File: config.mk
export PLATFORM = sky130hd
export DESIGN_NAME = scg_mrs
export DESIGN_NICKNAME = d
export VERILOG_FILES = /design/src/rtl/scg_pkg.sv /design/src/rtl/scg_wait_cnt.sv /design/src/rtl/scg_mrs.sv
export SDC_FILE = /design/constraint.sdc
export NUM_CORES = 1
export LEC_CHECK = 0
export BUFFER_PORTS_ARGS = -buffer_cell sky130_fd_sc_hd__buf_2
export CAP_MARGIN = 10
export CORE_MARGIN = 2
export CORE_UTILIZATION = 50
export CTS_CLUSTER_DIAMETER = 40
export DETAILED_ROUTE_END_ITERATION = 10
export PLACE_DENSITY = 0.77
export SKIP_CTS_REPAIR_TIMING = 1
export SKIP_LAST_GASP = 1
export SYNTH_ARGS = -nofsm -noshare
export SYNTH_HDL_FRONTEND = slang
export SYNTH_SLANG_ARGS = --single-unit
File: constraint.sdc
create_clock -name clk -period 2.4 [get_ports clk]
set_clock_uncertainty 0.2 [all_clocks]
set_input_delay 0.12 -clock clk [delete_from_list [all_inputs] [get_ports clk]]
set_output_delay 0.12 -clock clk [all_outputs]
set_load 0.02 [all_outputs]
File: src/rtl/scg_pkg.sv
// Shared definitions for the scg_* SDRAM command sequence generators:
// command encodings, mode-register bit positions and config legality.
package scg_pkg;

    typedef enum logic [3:0] {
        CMD_NOP = 4'd0,
        CMD_PRE = 4'd5,
        CMD_MRS = 4'd7
    } scg_cmd_e;

    localparam int unsigned MR_BL_LSB   = 0;
    localparam int unsigned MR_BL_W     = 3;
    localparam int unsigned MR_BT_BIT   = 3;
    localparam int unsigned MR_CL_LSB   = 4;
    localparam int unsigned MR_CL_W     = 3;
    localparam int unsigned MR_WB_BIT   = 9;
    localparam int unsigned A10_PRE_ALL = 10;

    // Burst length 0-3 or 7 (full page), CAS latency 2 or 3.
    function automatic logic mrs_cfg_legal(input logic [2:0] bl, input logic [2:0] cl);
        return (bl inside {3'd0, 3'd1, 3'd2, 3'd3, 3'd7}) && (cl inside {3'd2, 3'd3});
    endfunction

endpackage

File: src/rtl/scg_wait_cnt.sv
// Load-and-count-down timer; expired is high while the count sits at 1.
module scg_wait_cnt #(
    parameter int unsigned W = 2
) (
    input  logic         clk,
    input  logic         n_rst,
    input  logic         load,
    input  logic [W-1:0] load_val,
    output logic         expired
);

    logic [W-1:0] r_cnt;

    // Saturates at zero so an idle counter never wraps.
    always_ff @(posedge clk or negedge n_rst) begin
        if (!n_rst) begin
            r_cnt <= '0;
        end else if (load) begin
            r_cnt <= load_val;
        end else if (r_cnt != '0) begin
            r_cnt <= r_cnt - W'(1);
        end
    end

    assign expired = (r_cnt == W'(1));

endmodule

File: src/rtl/scg_mrs.sv
// Mode-register-set sequence generator: optional PRECHARGE ALL + tRP,
// then one MRS/EMRS + tMRD, then a done (or err) pulse.
module scg_mrs
    import scg_pkg::*;
#(
    parameter int unsigned ADDR_W    = 13,
    parameter int unsigned BA_W      = 2,
    parameter int unsigned T_RP      = 3,
    parameter int unsigned T_MRD     = 2,
    parameter bit          PRE_FIRST = 1'b1
) (
    input  logic              clk,
    input  logic              n_rst,
    input  logic              start,
    input  logic [2:0]        burst_len,
    input  logic              burst_type,
    input  logic [2:0]        cas_lat,
    input  logic              wb_single,
    input  logic              ext_sel,
    input  logic [ADDR_W-1:0] ext_val,
    output logic              busy,
    output logic              done,
    output logic              err,
    output logic [3:0]        command,
    output logic [ADDR_W-1:0] addr,
    output logic [BA_W-1:0]   ba
);

    localparam int unsigned MAX_T = (T_RP > T_MRD) ? T_RP : T_MRD;
    localparam int unsigned CNT_W = $clog2(MAX_T + 1);

    typedef enum logic [2:0] {
        S_IDLE, S_PRE, S_WAIT_RP, S_MRS, S_WAIT_MRD, S_DONE, S_ERR
    } state_e;

    state_e            r_state;
    state_e            w_next;
    logic [2:0]        r_bl;
    logic              r_bt;
    logic [2:0]        r_cl;
    logic              r_wb;
    logic              r_ext;
    logic [ADDR_W-1:0] r_ext_val;

    scg_cmd_e          w_cmd;
    logic              w_load;
    logic [CNT_W-1:0]  w_load_val;
    logic              w_expired;

    scg_wait_cnt #(.W(CNT_W)) u_wait_cnt (
        .clk      (clk),
        .n_rst    (n_rst),
        .load     (w_load),
        .load_val (w_load_val),
        .expired  (w_expired)
    );

    always_ff @(posedge clk or negedge n_rst) begin
        if (!n_rst) begin
            r_state   <= S_IDLE;
            r_bl      <= '0;
            r_bt      <= 1'b0;
            r_cl      <= '0;
            r_wb      <= 1'b0;
            r_ext     <= 1'b0;
            r_ext_val <= '0;
        end else begin
            r_state <= w_next;
            if (r_state == S_IDLE && start) begin
                r_bl      <= burst_len;
                r_bt      <= burst_type;
                r_cl      <= cas_lat;
                r_wb      <= wb_single;
                r_ext     <= ext_sel;
                r_ext_val <= ext_val;
            end
        end
    end

    always_comb begin
        w_next     = r_state;
        w_cmd      = CMD_NOP;
        addr       = '0;
        ba         = '0;
        busy       = 1'b1;
        done       = 1'b0;
        err        = 1'b0;
        w_load     = 1'b0;
        w_load_val = '0;
        unique case (r_state)
            S_IDLE: begin
                busy = 1'b0;
                // Legality is judged on the live inputs being captured this cycle.
                if (start) begin
                    if (!ext_sel && !mrs_cfg_legal(burst_len, cas_lat)) w_next = S_ERR;
                    else if (PRE_FIRST)                                  w_next = S_PRE;
                    else                                                 w_next = S_MRS;
                end
            end
            S_PRE: begin
                w_cmd             = CMD_PRE;
                addr[A10_PRE_ALL] = 1'b1;
                if (T_RP == 1) begin
                    w_next = S_MRS;
                end else begin
                    w_next     = S_WAIT_RP;
                    w_load     = 1'b1;
                    w_load_val = CNT_W'(T_RP - 1);
                end
            end
            S_WAIT_RP: begin
                if (w_expired) w_next = S_MRS;
            end
            S_MRS: begin
                w_cmd = CMD_MRS;
                if (r_ext) begin
                    ba   = BA_W'(1);
                    addr = r_ext_val;
                end else begin
                    addr[MR_BL_LSB +: MR_BL_W] = r_bl;
                    addr[MR_BT_BIT]            = r_bt;
                    addr[MR_CL_LSB +: MR_CL_W] = r_cl;
                    addr[MR_WB_BIT]            = r_wb;
                end
                if (T_MRD == 1) begin
                    w_next = S_DONE;
                end else begin
                    w_next     = S_WAIT_MRD;
                    w_load     = 1'b1;
                    w_load_val = CNT_W'(T_MRD - 1);
                end
            end
            S_WAIT_MRD: begin
                if (w_expired) w_next = S_DONE;
            end
            S_DONE: begin
                done   = 1'b1;
                w_next = S_IDLE;
            end
            S_ERR: begin
                done   = 1'b1;
                err    = 1'b1;
                w_next = S_IDLE;
            end
            default: w_next = S_IDLE;
        endcase
    end

    assign command = w_cmd;

endmodule

==> insert_results.sql <==
INSERT INTO impl_metrics (metric_group, metric, value, unit) VALUES
('placed_design', 'place.detailed.instances', '181', ''),
('synth', 'dominantRegCellSynth', 'dfrtp_1', ''),
('pwr', 'power.density', '1100', 'nW/um2'),
('route', 'drc_violation_count_after_routing', '0', ''),
('global_routing', 'grt_overflow', '0', ''),
('worst_setup_path', 'end_kind', 'register', ''),
('cts', 'clock_sinks', '27', ''),
('worst_setup_path', 'timing.critical_path.fanout_max', '23', ''),
('layout', 'antennaDiodeCount', '0', ''),
('global_routing', 'grt_first_pass_wirelength', '4640', 'um'),
('worst_setup_path', 'critical_path_class', 'reg2reg', ''),
('global_routing', 'grt.met2_usage', '30.4', '%'),
('timing', 'slew_margin_rel', '60.1', '%'),
('synth', 'synth_cell_type_count', '26', ''),
('placed_design', 'detailed_placer_s_ending_hpwl', '2010', 'um'),
('cts', 'clkLatencyLatePin', '0.33', 'ns'),
('synth', 'synth.top_cells.by_area', 'dfrtp_1, mux2_4, mux2i_1', ''),
('synth', 'post_synth_instance_area', '1440', 'um2'),
('global_routing', 'globalRouteTotalUtil', '18.2', '%'),
('route', 'post_drt_antenna_nets', '0', ''),
('cts', 'clkTransAtPathRegs', '0.16', 'ns'),
('synth', 'postSynthRegisterBits', '27', ''),
('synth', 'synth_seq_area_share', '46.8', '%'),
('worst_setup_path', 'arrival', '2.12', 'ns'),
('floorplan', 'placementRows', '19', ''),
('timing', 'setup_violations', '0', ''),
('timing', 'timing_worst_slew_pin_value', '0.599', 'ns'),
('synth', 'synthesis.area_per_instance', '12.8', 'um2'),
('global_routing', 'use_met3', '3.13', '%'),
('synth', 'async_reset_ff_share', '100', '%'),
('timing', 'tns', '0', 'ns'),
('synth', 'yosysWarnings', '0', ''),
('timing', 'rsz0062_at_grt', 'no', ''),
('layout', 'multi_input_comb_area', '674', 'um2'),
('layout', 'fillCellCount', '217', ''),
('global_routing', 'grt_antenna_before_repair', '0', ''),
('timing', 'final-hold-violation-count', '0', ''),
('layout', 'final_nets', '206', ''),
('cts', 'clock_tree.root_cell', 'clkbuf_4', ''),
('pwr', 'peakVddDrop', '0.685', 'mV'),
('floorplan', 'ioPinCount', '47', ''),
('pwr', 'power', '2080', 'uW'),
('placed_design', 'buffer_ports.inserted', '44', ''),
('worst_setup_path', 'worstSetupStartpointType', 'register', ''),
('global_routing', 'grtUsageMet1', '24.8', '%'),
('placed_design', 'finalWeightedCongestion', '0.717', ''),
('floorplan', 'core', '2760', 'um2'),
('layout', 'final_cells', '209', ''),
('layout', 'mostFrequentLayoutCell', 'buf_2', ''),
('layout', 'area.growth.synth_to_final', '31.5', '%'),
('layout', 'leading_cell_types_in_the_layout_fill_and_taps_excluded', 'buf_2, dfrtp_1, dlygate4sd3_1, mux2_4, nor2_1', ''),
('route', 'routed-via-count', '1038', ''),
('route', 'drt-wirelength-per-cell', '14.6', 'um'),
('pwr', 'p_leak', '0.000987', 'uW'),
('cts', 'cts_tree', 'done', ''),
('floorplan', 'initial_utilization', '52.4', '%'),
('global_routing', 'grt.busiest_layer', 'met2', ''),
('layout', 'drive_above_1_share', '41.0', '%'),
('synth', 'post_synth_edffs', '0', ''),
('timing', 'timing.final.max_slew_violations', '0', ''),
('outcome', 'run_status', 'finished, final reports clean', ''),
('route', 'drtIter0Drc', '13', ''),
('layout', 'storage_element_area', '676', 'um2'),
('floorplan', 'chipWidth', '57.7', 'um'),
('synth', 'synth_area_leader_cell', 'dfrtp_1', ''),
('cts', 'cts-buffers-inserted', '3', ''),
('route', 'wirelength', '3040', 'um'),
('global_routing', 'first_global_vias', '969', ''),
('timing', 'max_freq', '476', 'MHz'),
('timing', 'fin_crit_sh', '87.6', '%'),
('synth', 'postSynthCellCount', '113', ''),
('floorplan', 'die_h', '57.7', 'um'),
('synth', 'synth.top_cell.area_share', '46.8', '%'),
('floorplan', 'design.die.area', '3330', 'um2'),
('route', 'drtPass1Iterations', '4', ''),
('cts', 'cts_htree_levels', '1', ''),
('job', 'cap_viol_max_count', '0', ''),
('global_routing', 'largest_net_degree_at_the_start_of_global_routing', '28', ''),
('worst_setup_path', 'critPathRequiredTime', '2.42', 'ns'),
('hold_path', 'worst_hold_class', 'in2async', ''),
('cts', 'max-clock-path-buffers', '2', ''),
('route', 'vias_per_cell', '4.97', ''),
('timing', 'timing.final.crit_period', '2.10', 'ns');
[worst max-delay path: stages (launching register included)]
cell and delay (ns):
dfrtp_1 0.51, or3_4 0.47, nor2_8 0.43, mux2_2 0.39
[metal layers]
layer	up-vias	share of wire [%]
li1	505	-
met3	2	4.7
met1	498	45
met2	33	50
met5	-	0
met4	0	0.43
[stage by stage]
stage | setup slack [ns] | utilization (%) | hold WS, ns | instance area (um2)
floorplan | 0.548 | - | -0.376 | 1450
global placement | 0.376 | 58.9 | -0.0506 | 1630
CTS | 0.156 | 60.0 | -0.416 | 1660
global route | 0.0924 | 68.8 | 0.150 | 1900
finish | 0.297 | 68.8 | 0.114 | 1900
detailed placement | 0.323 | 58.9 | -0.0416 | 1630
[area by class of cell]
| class | instances | area share (%) |
|---|---|---|
| Tap cell | 31 | 2.04 |
| Clock inverter | 1 | 0.396 |
| Clock buffer | 3 | 1.19 |
| Inverter | 5 | 0.989 |
| Timing Repair Buffer | 68 | 24.3 |
| Multi-Input combinational cell | 74 | 35.5 |
| Sequential cell | 27 | 35.6 |
[cells by family (layout without fill, tap and decap cells)]
logic type | Yosys count | count (layout) | synth area share, %
mux | 30 | 30 | 27.6
flops | 27 | 27 | 46.8
simple gates | 26 | 26 | 9.97
buf+inv | 13 | 77 | 6.93
compound gates | 11 | 11 | 4.85
xor+xnor | 3 | 3 | 1.82
fa+ha+maj | 2 | 2 | 1.73
other cells | 1 | 2 | 0.260
[synth_stat cells (all sizes together) (2+ instances only)]
cell type / count
dfrtp: 27
mux2: 22
nor2: 12
mux2i: 8
buf: 6
and2: 5
inv: 5
nand2: 4
o21ai: 4
xor2: 3
a21boi: 2
a21oi: 2
and3: 2
clkbuf: 2
ha: 2
[report_power, final]
| part | leakage [uW] | internal [uW] | switching (uW) |
|---|---|---|---|
| logic | 0.000652 | 567 | 421 |
| registers | 0.000321 | 684 | 207 |
| clock network | 0.0000139 | 63.7 | 138 |
| total | 0.000987 | 1320 | 766 |
[path summary, 6_finish.rpt]
check,startpoint,endpoint,slack [ns],depth (start not counted)
min in group clk,r_cl[1],r_cl[1],0.32,1
min,n_rst,r_wb,0.11,2
max reg2reg,r_state[1],r_bl[0],0.30,3
max,r_state[1],r_bl[0],0.30,3
min reg2reg,r_cl[1],r_cl[1],0.32,1
max in group asynchronous,n_rst,r_ext_val[0],1.49,2
[sequential cells by signal, indices dropped and copies added (netlist names)]
register	cells
r_cl	3
r_ext	1
r_bl	3
r_ext_val	13
r_state	3
r_bt	1
u_wait_cnt.r_cnt	2
r_wb	1
No activity file was read; power rests on OpenSTA's default activity.
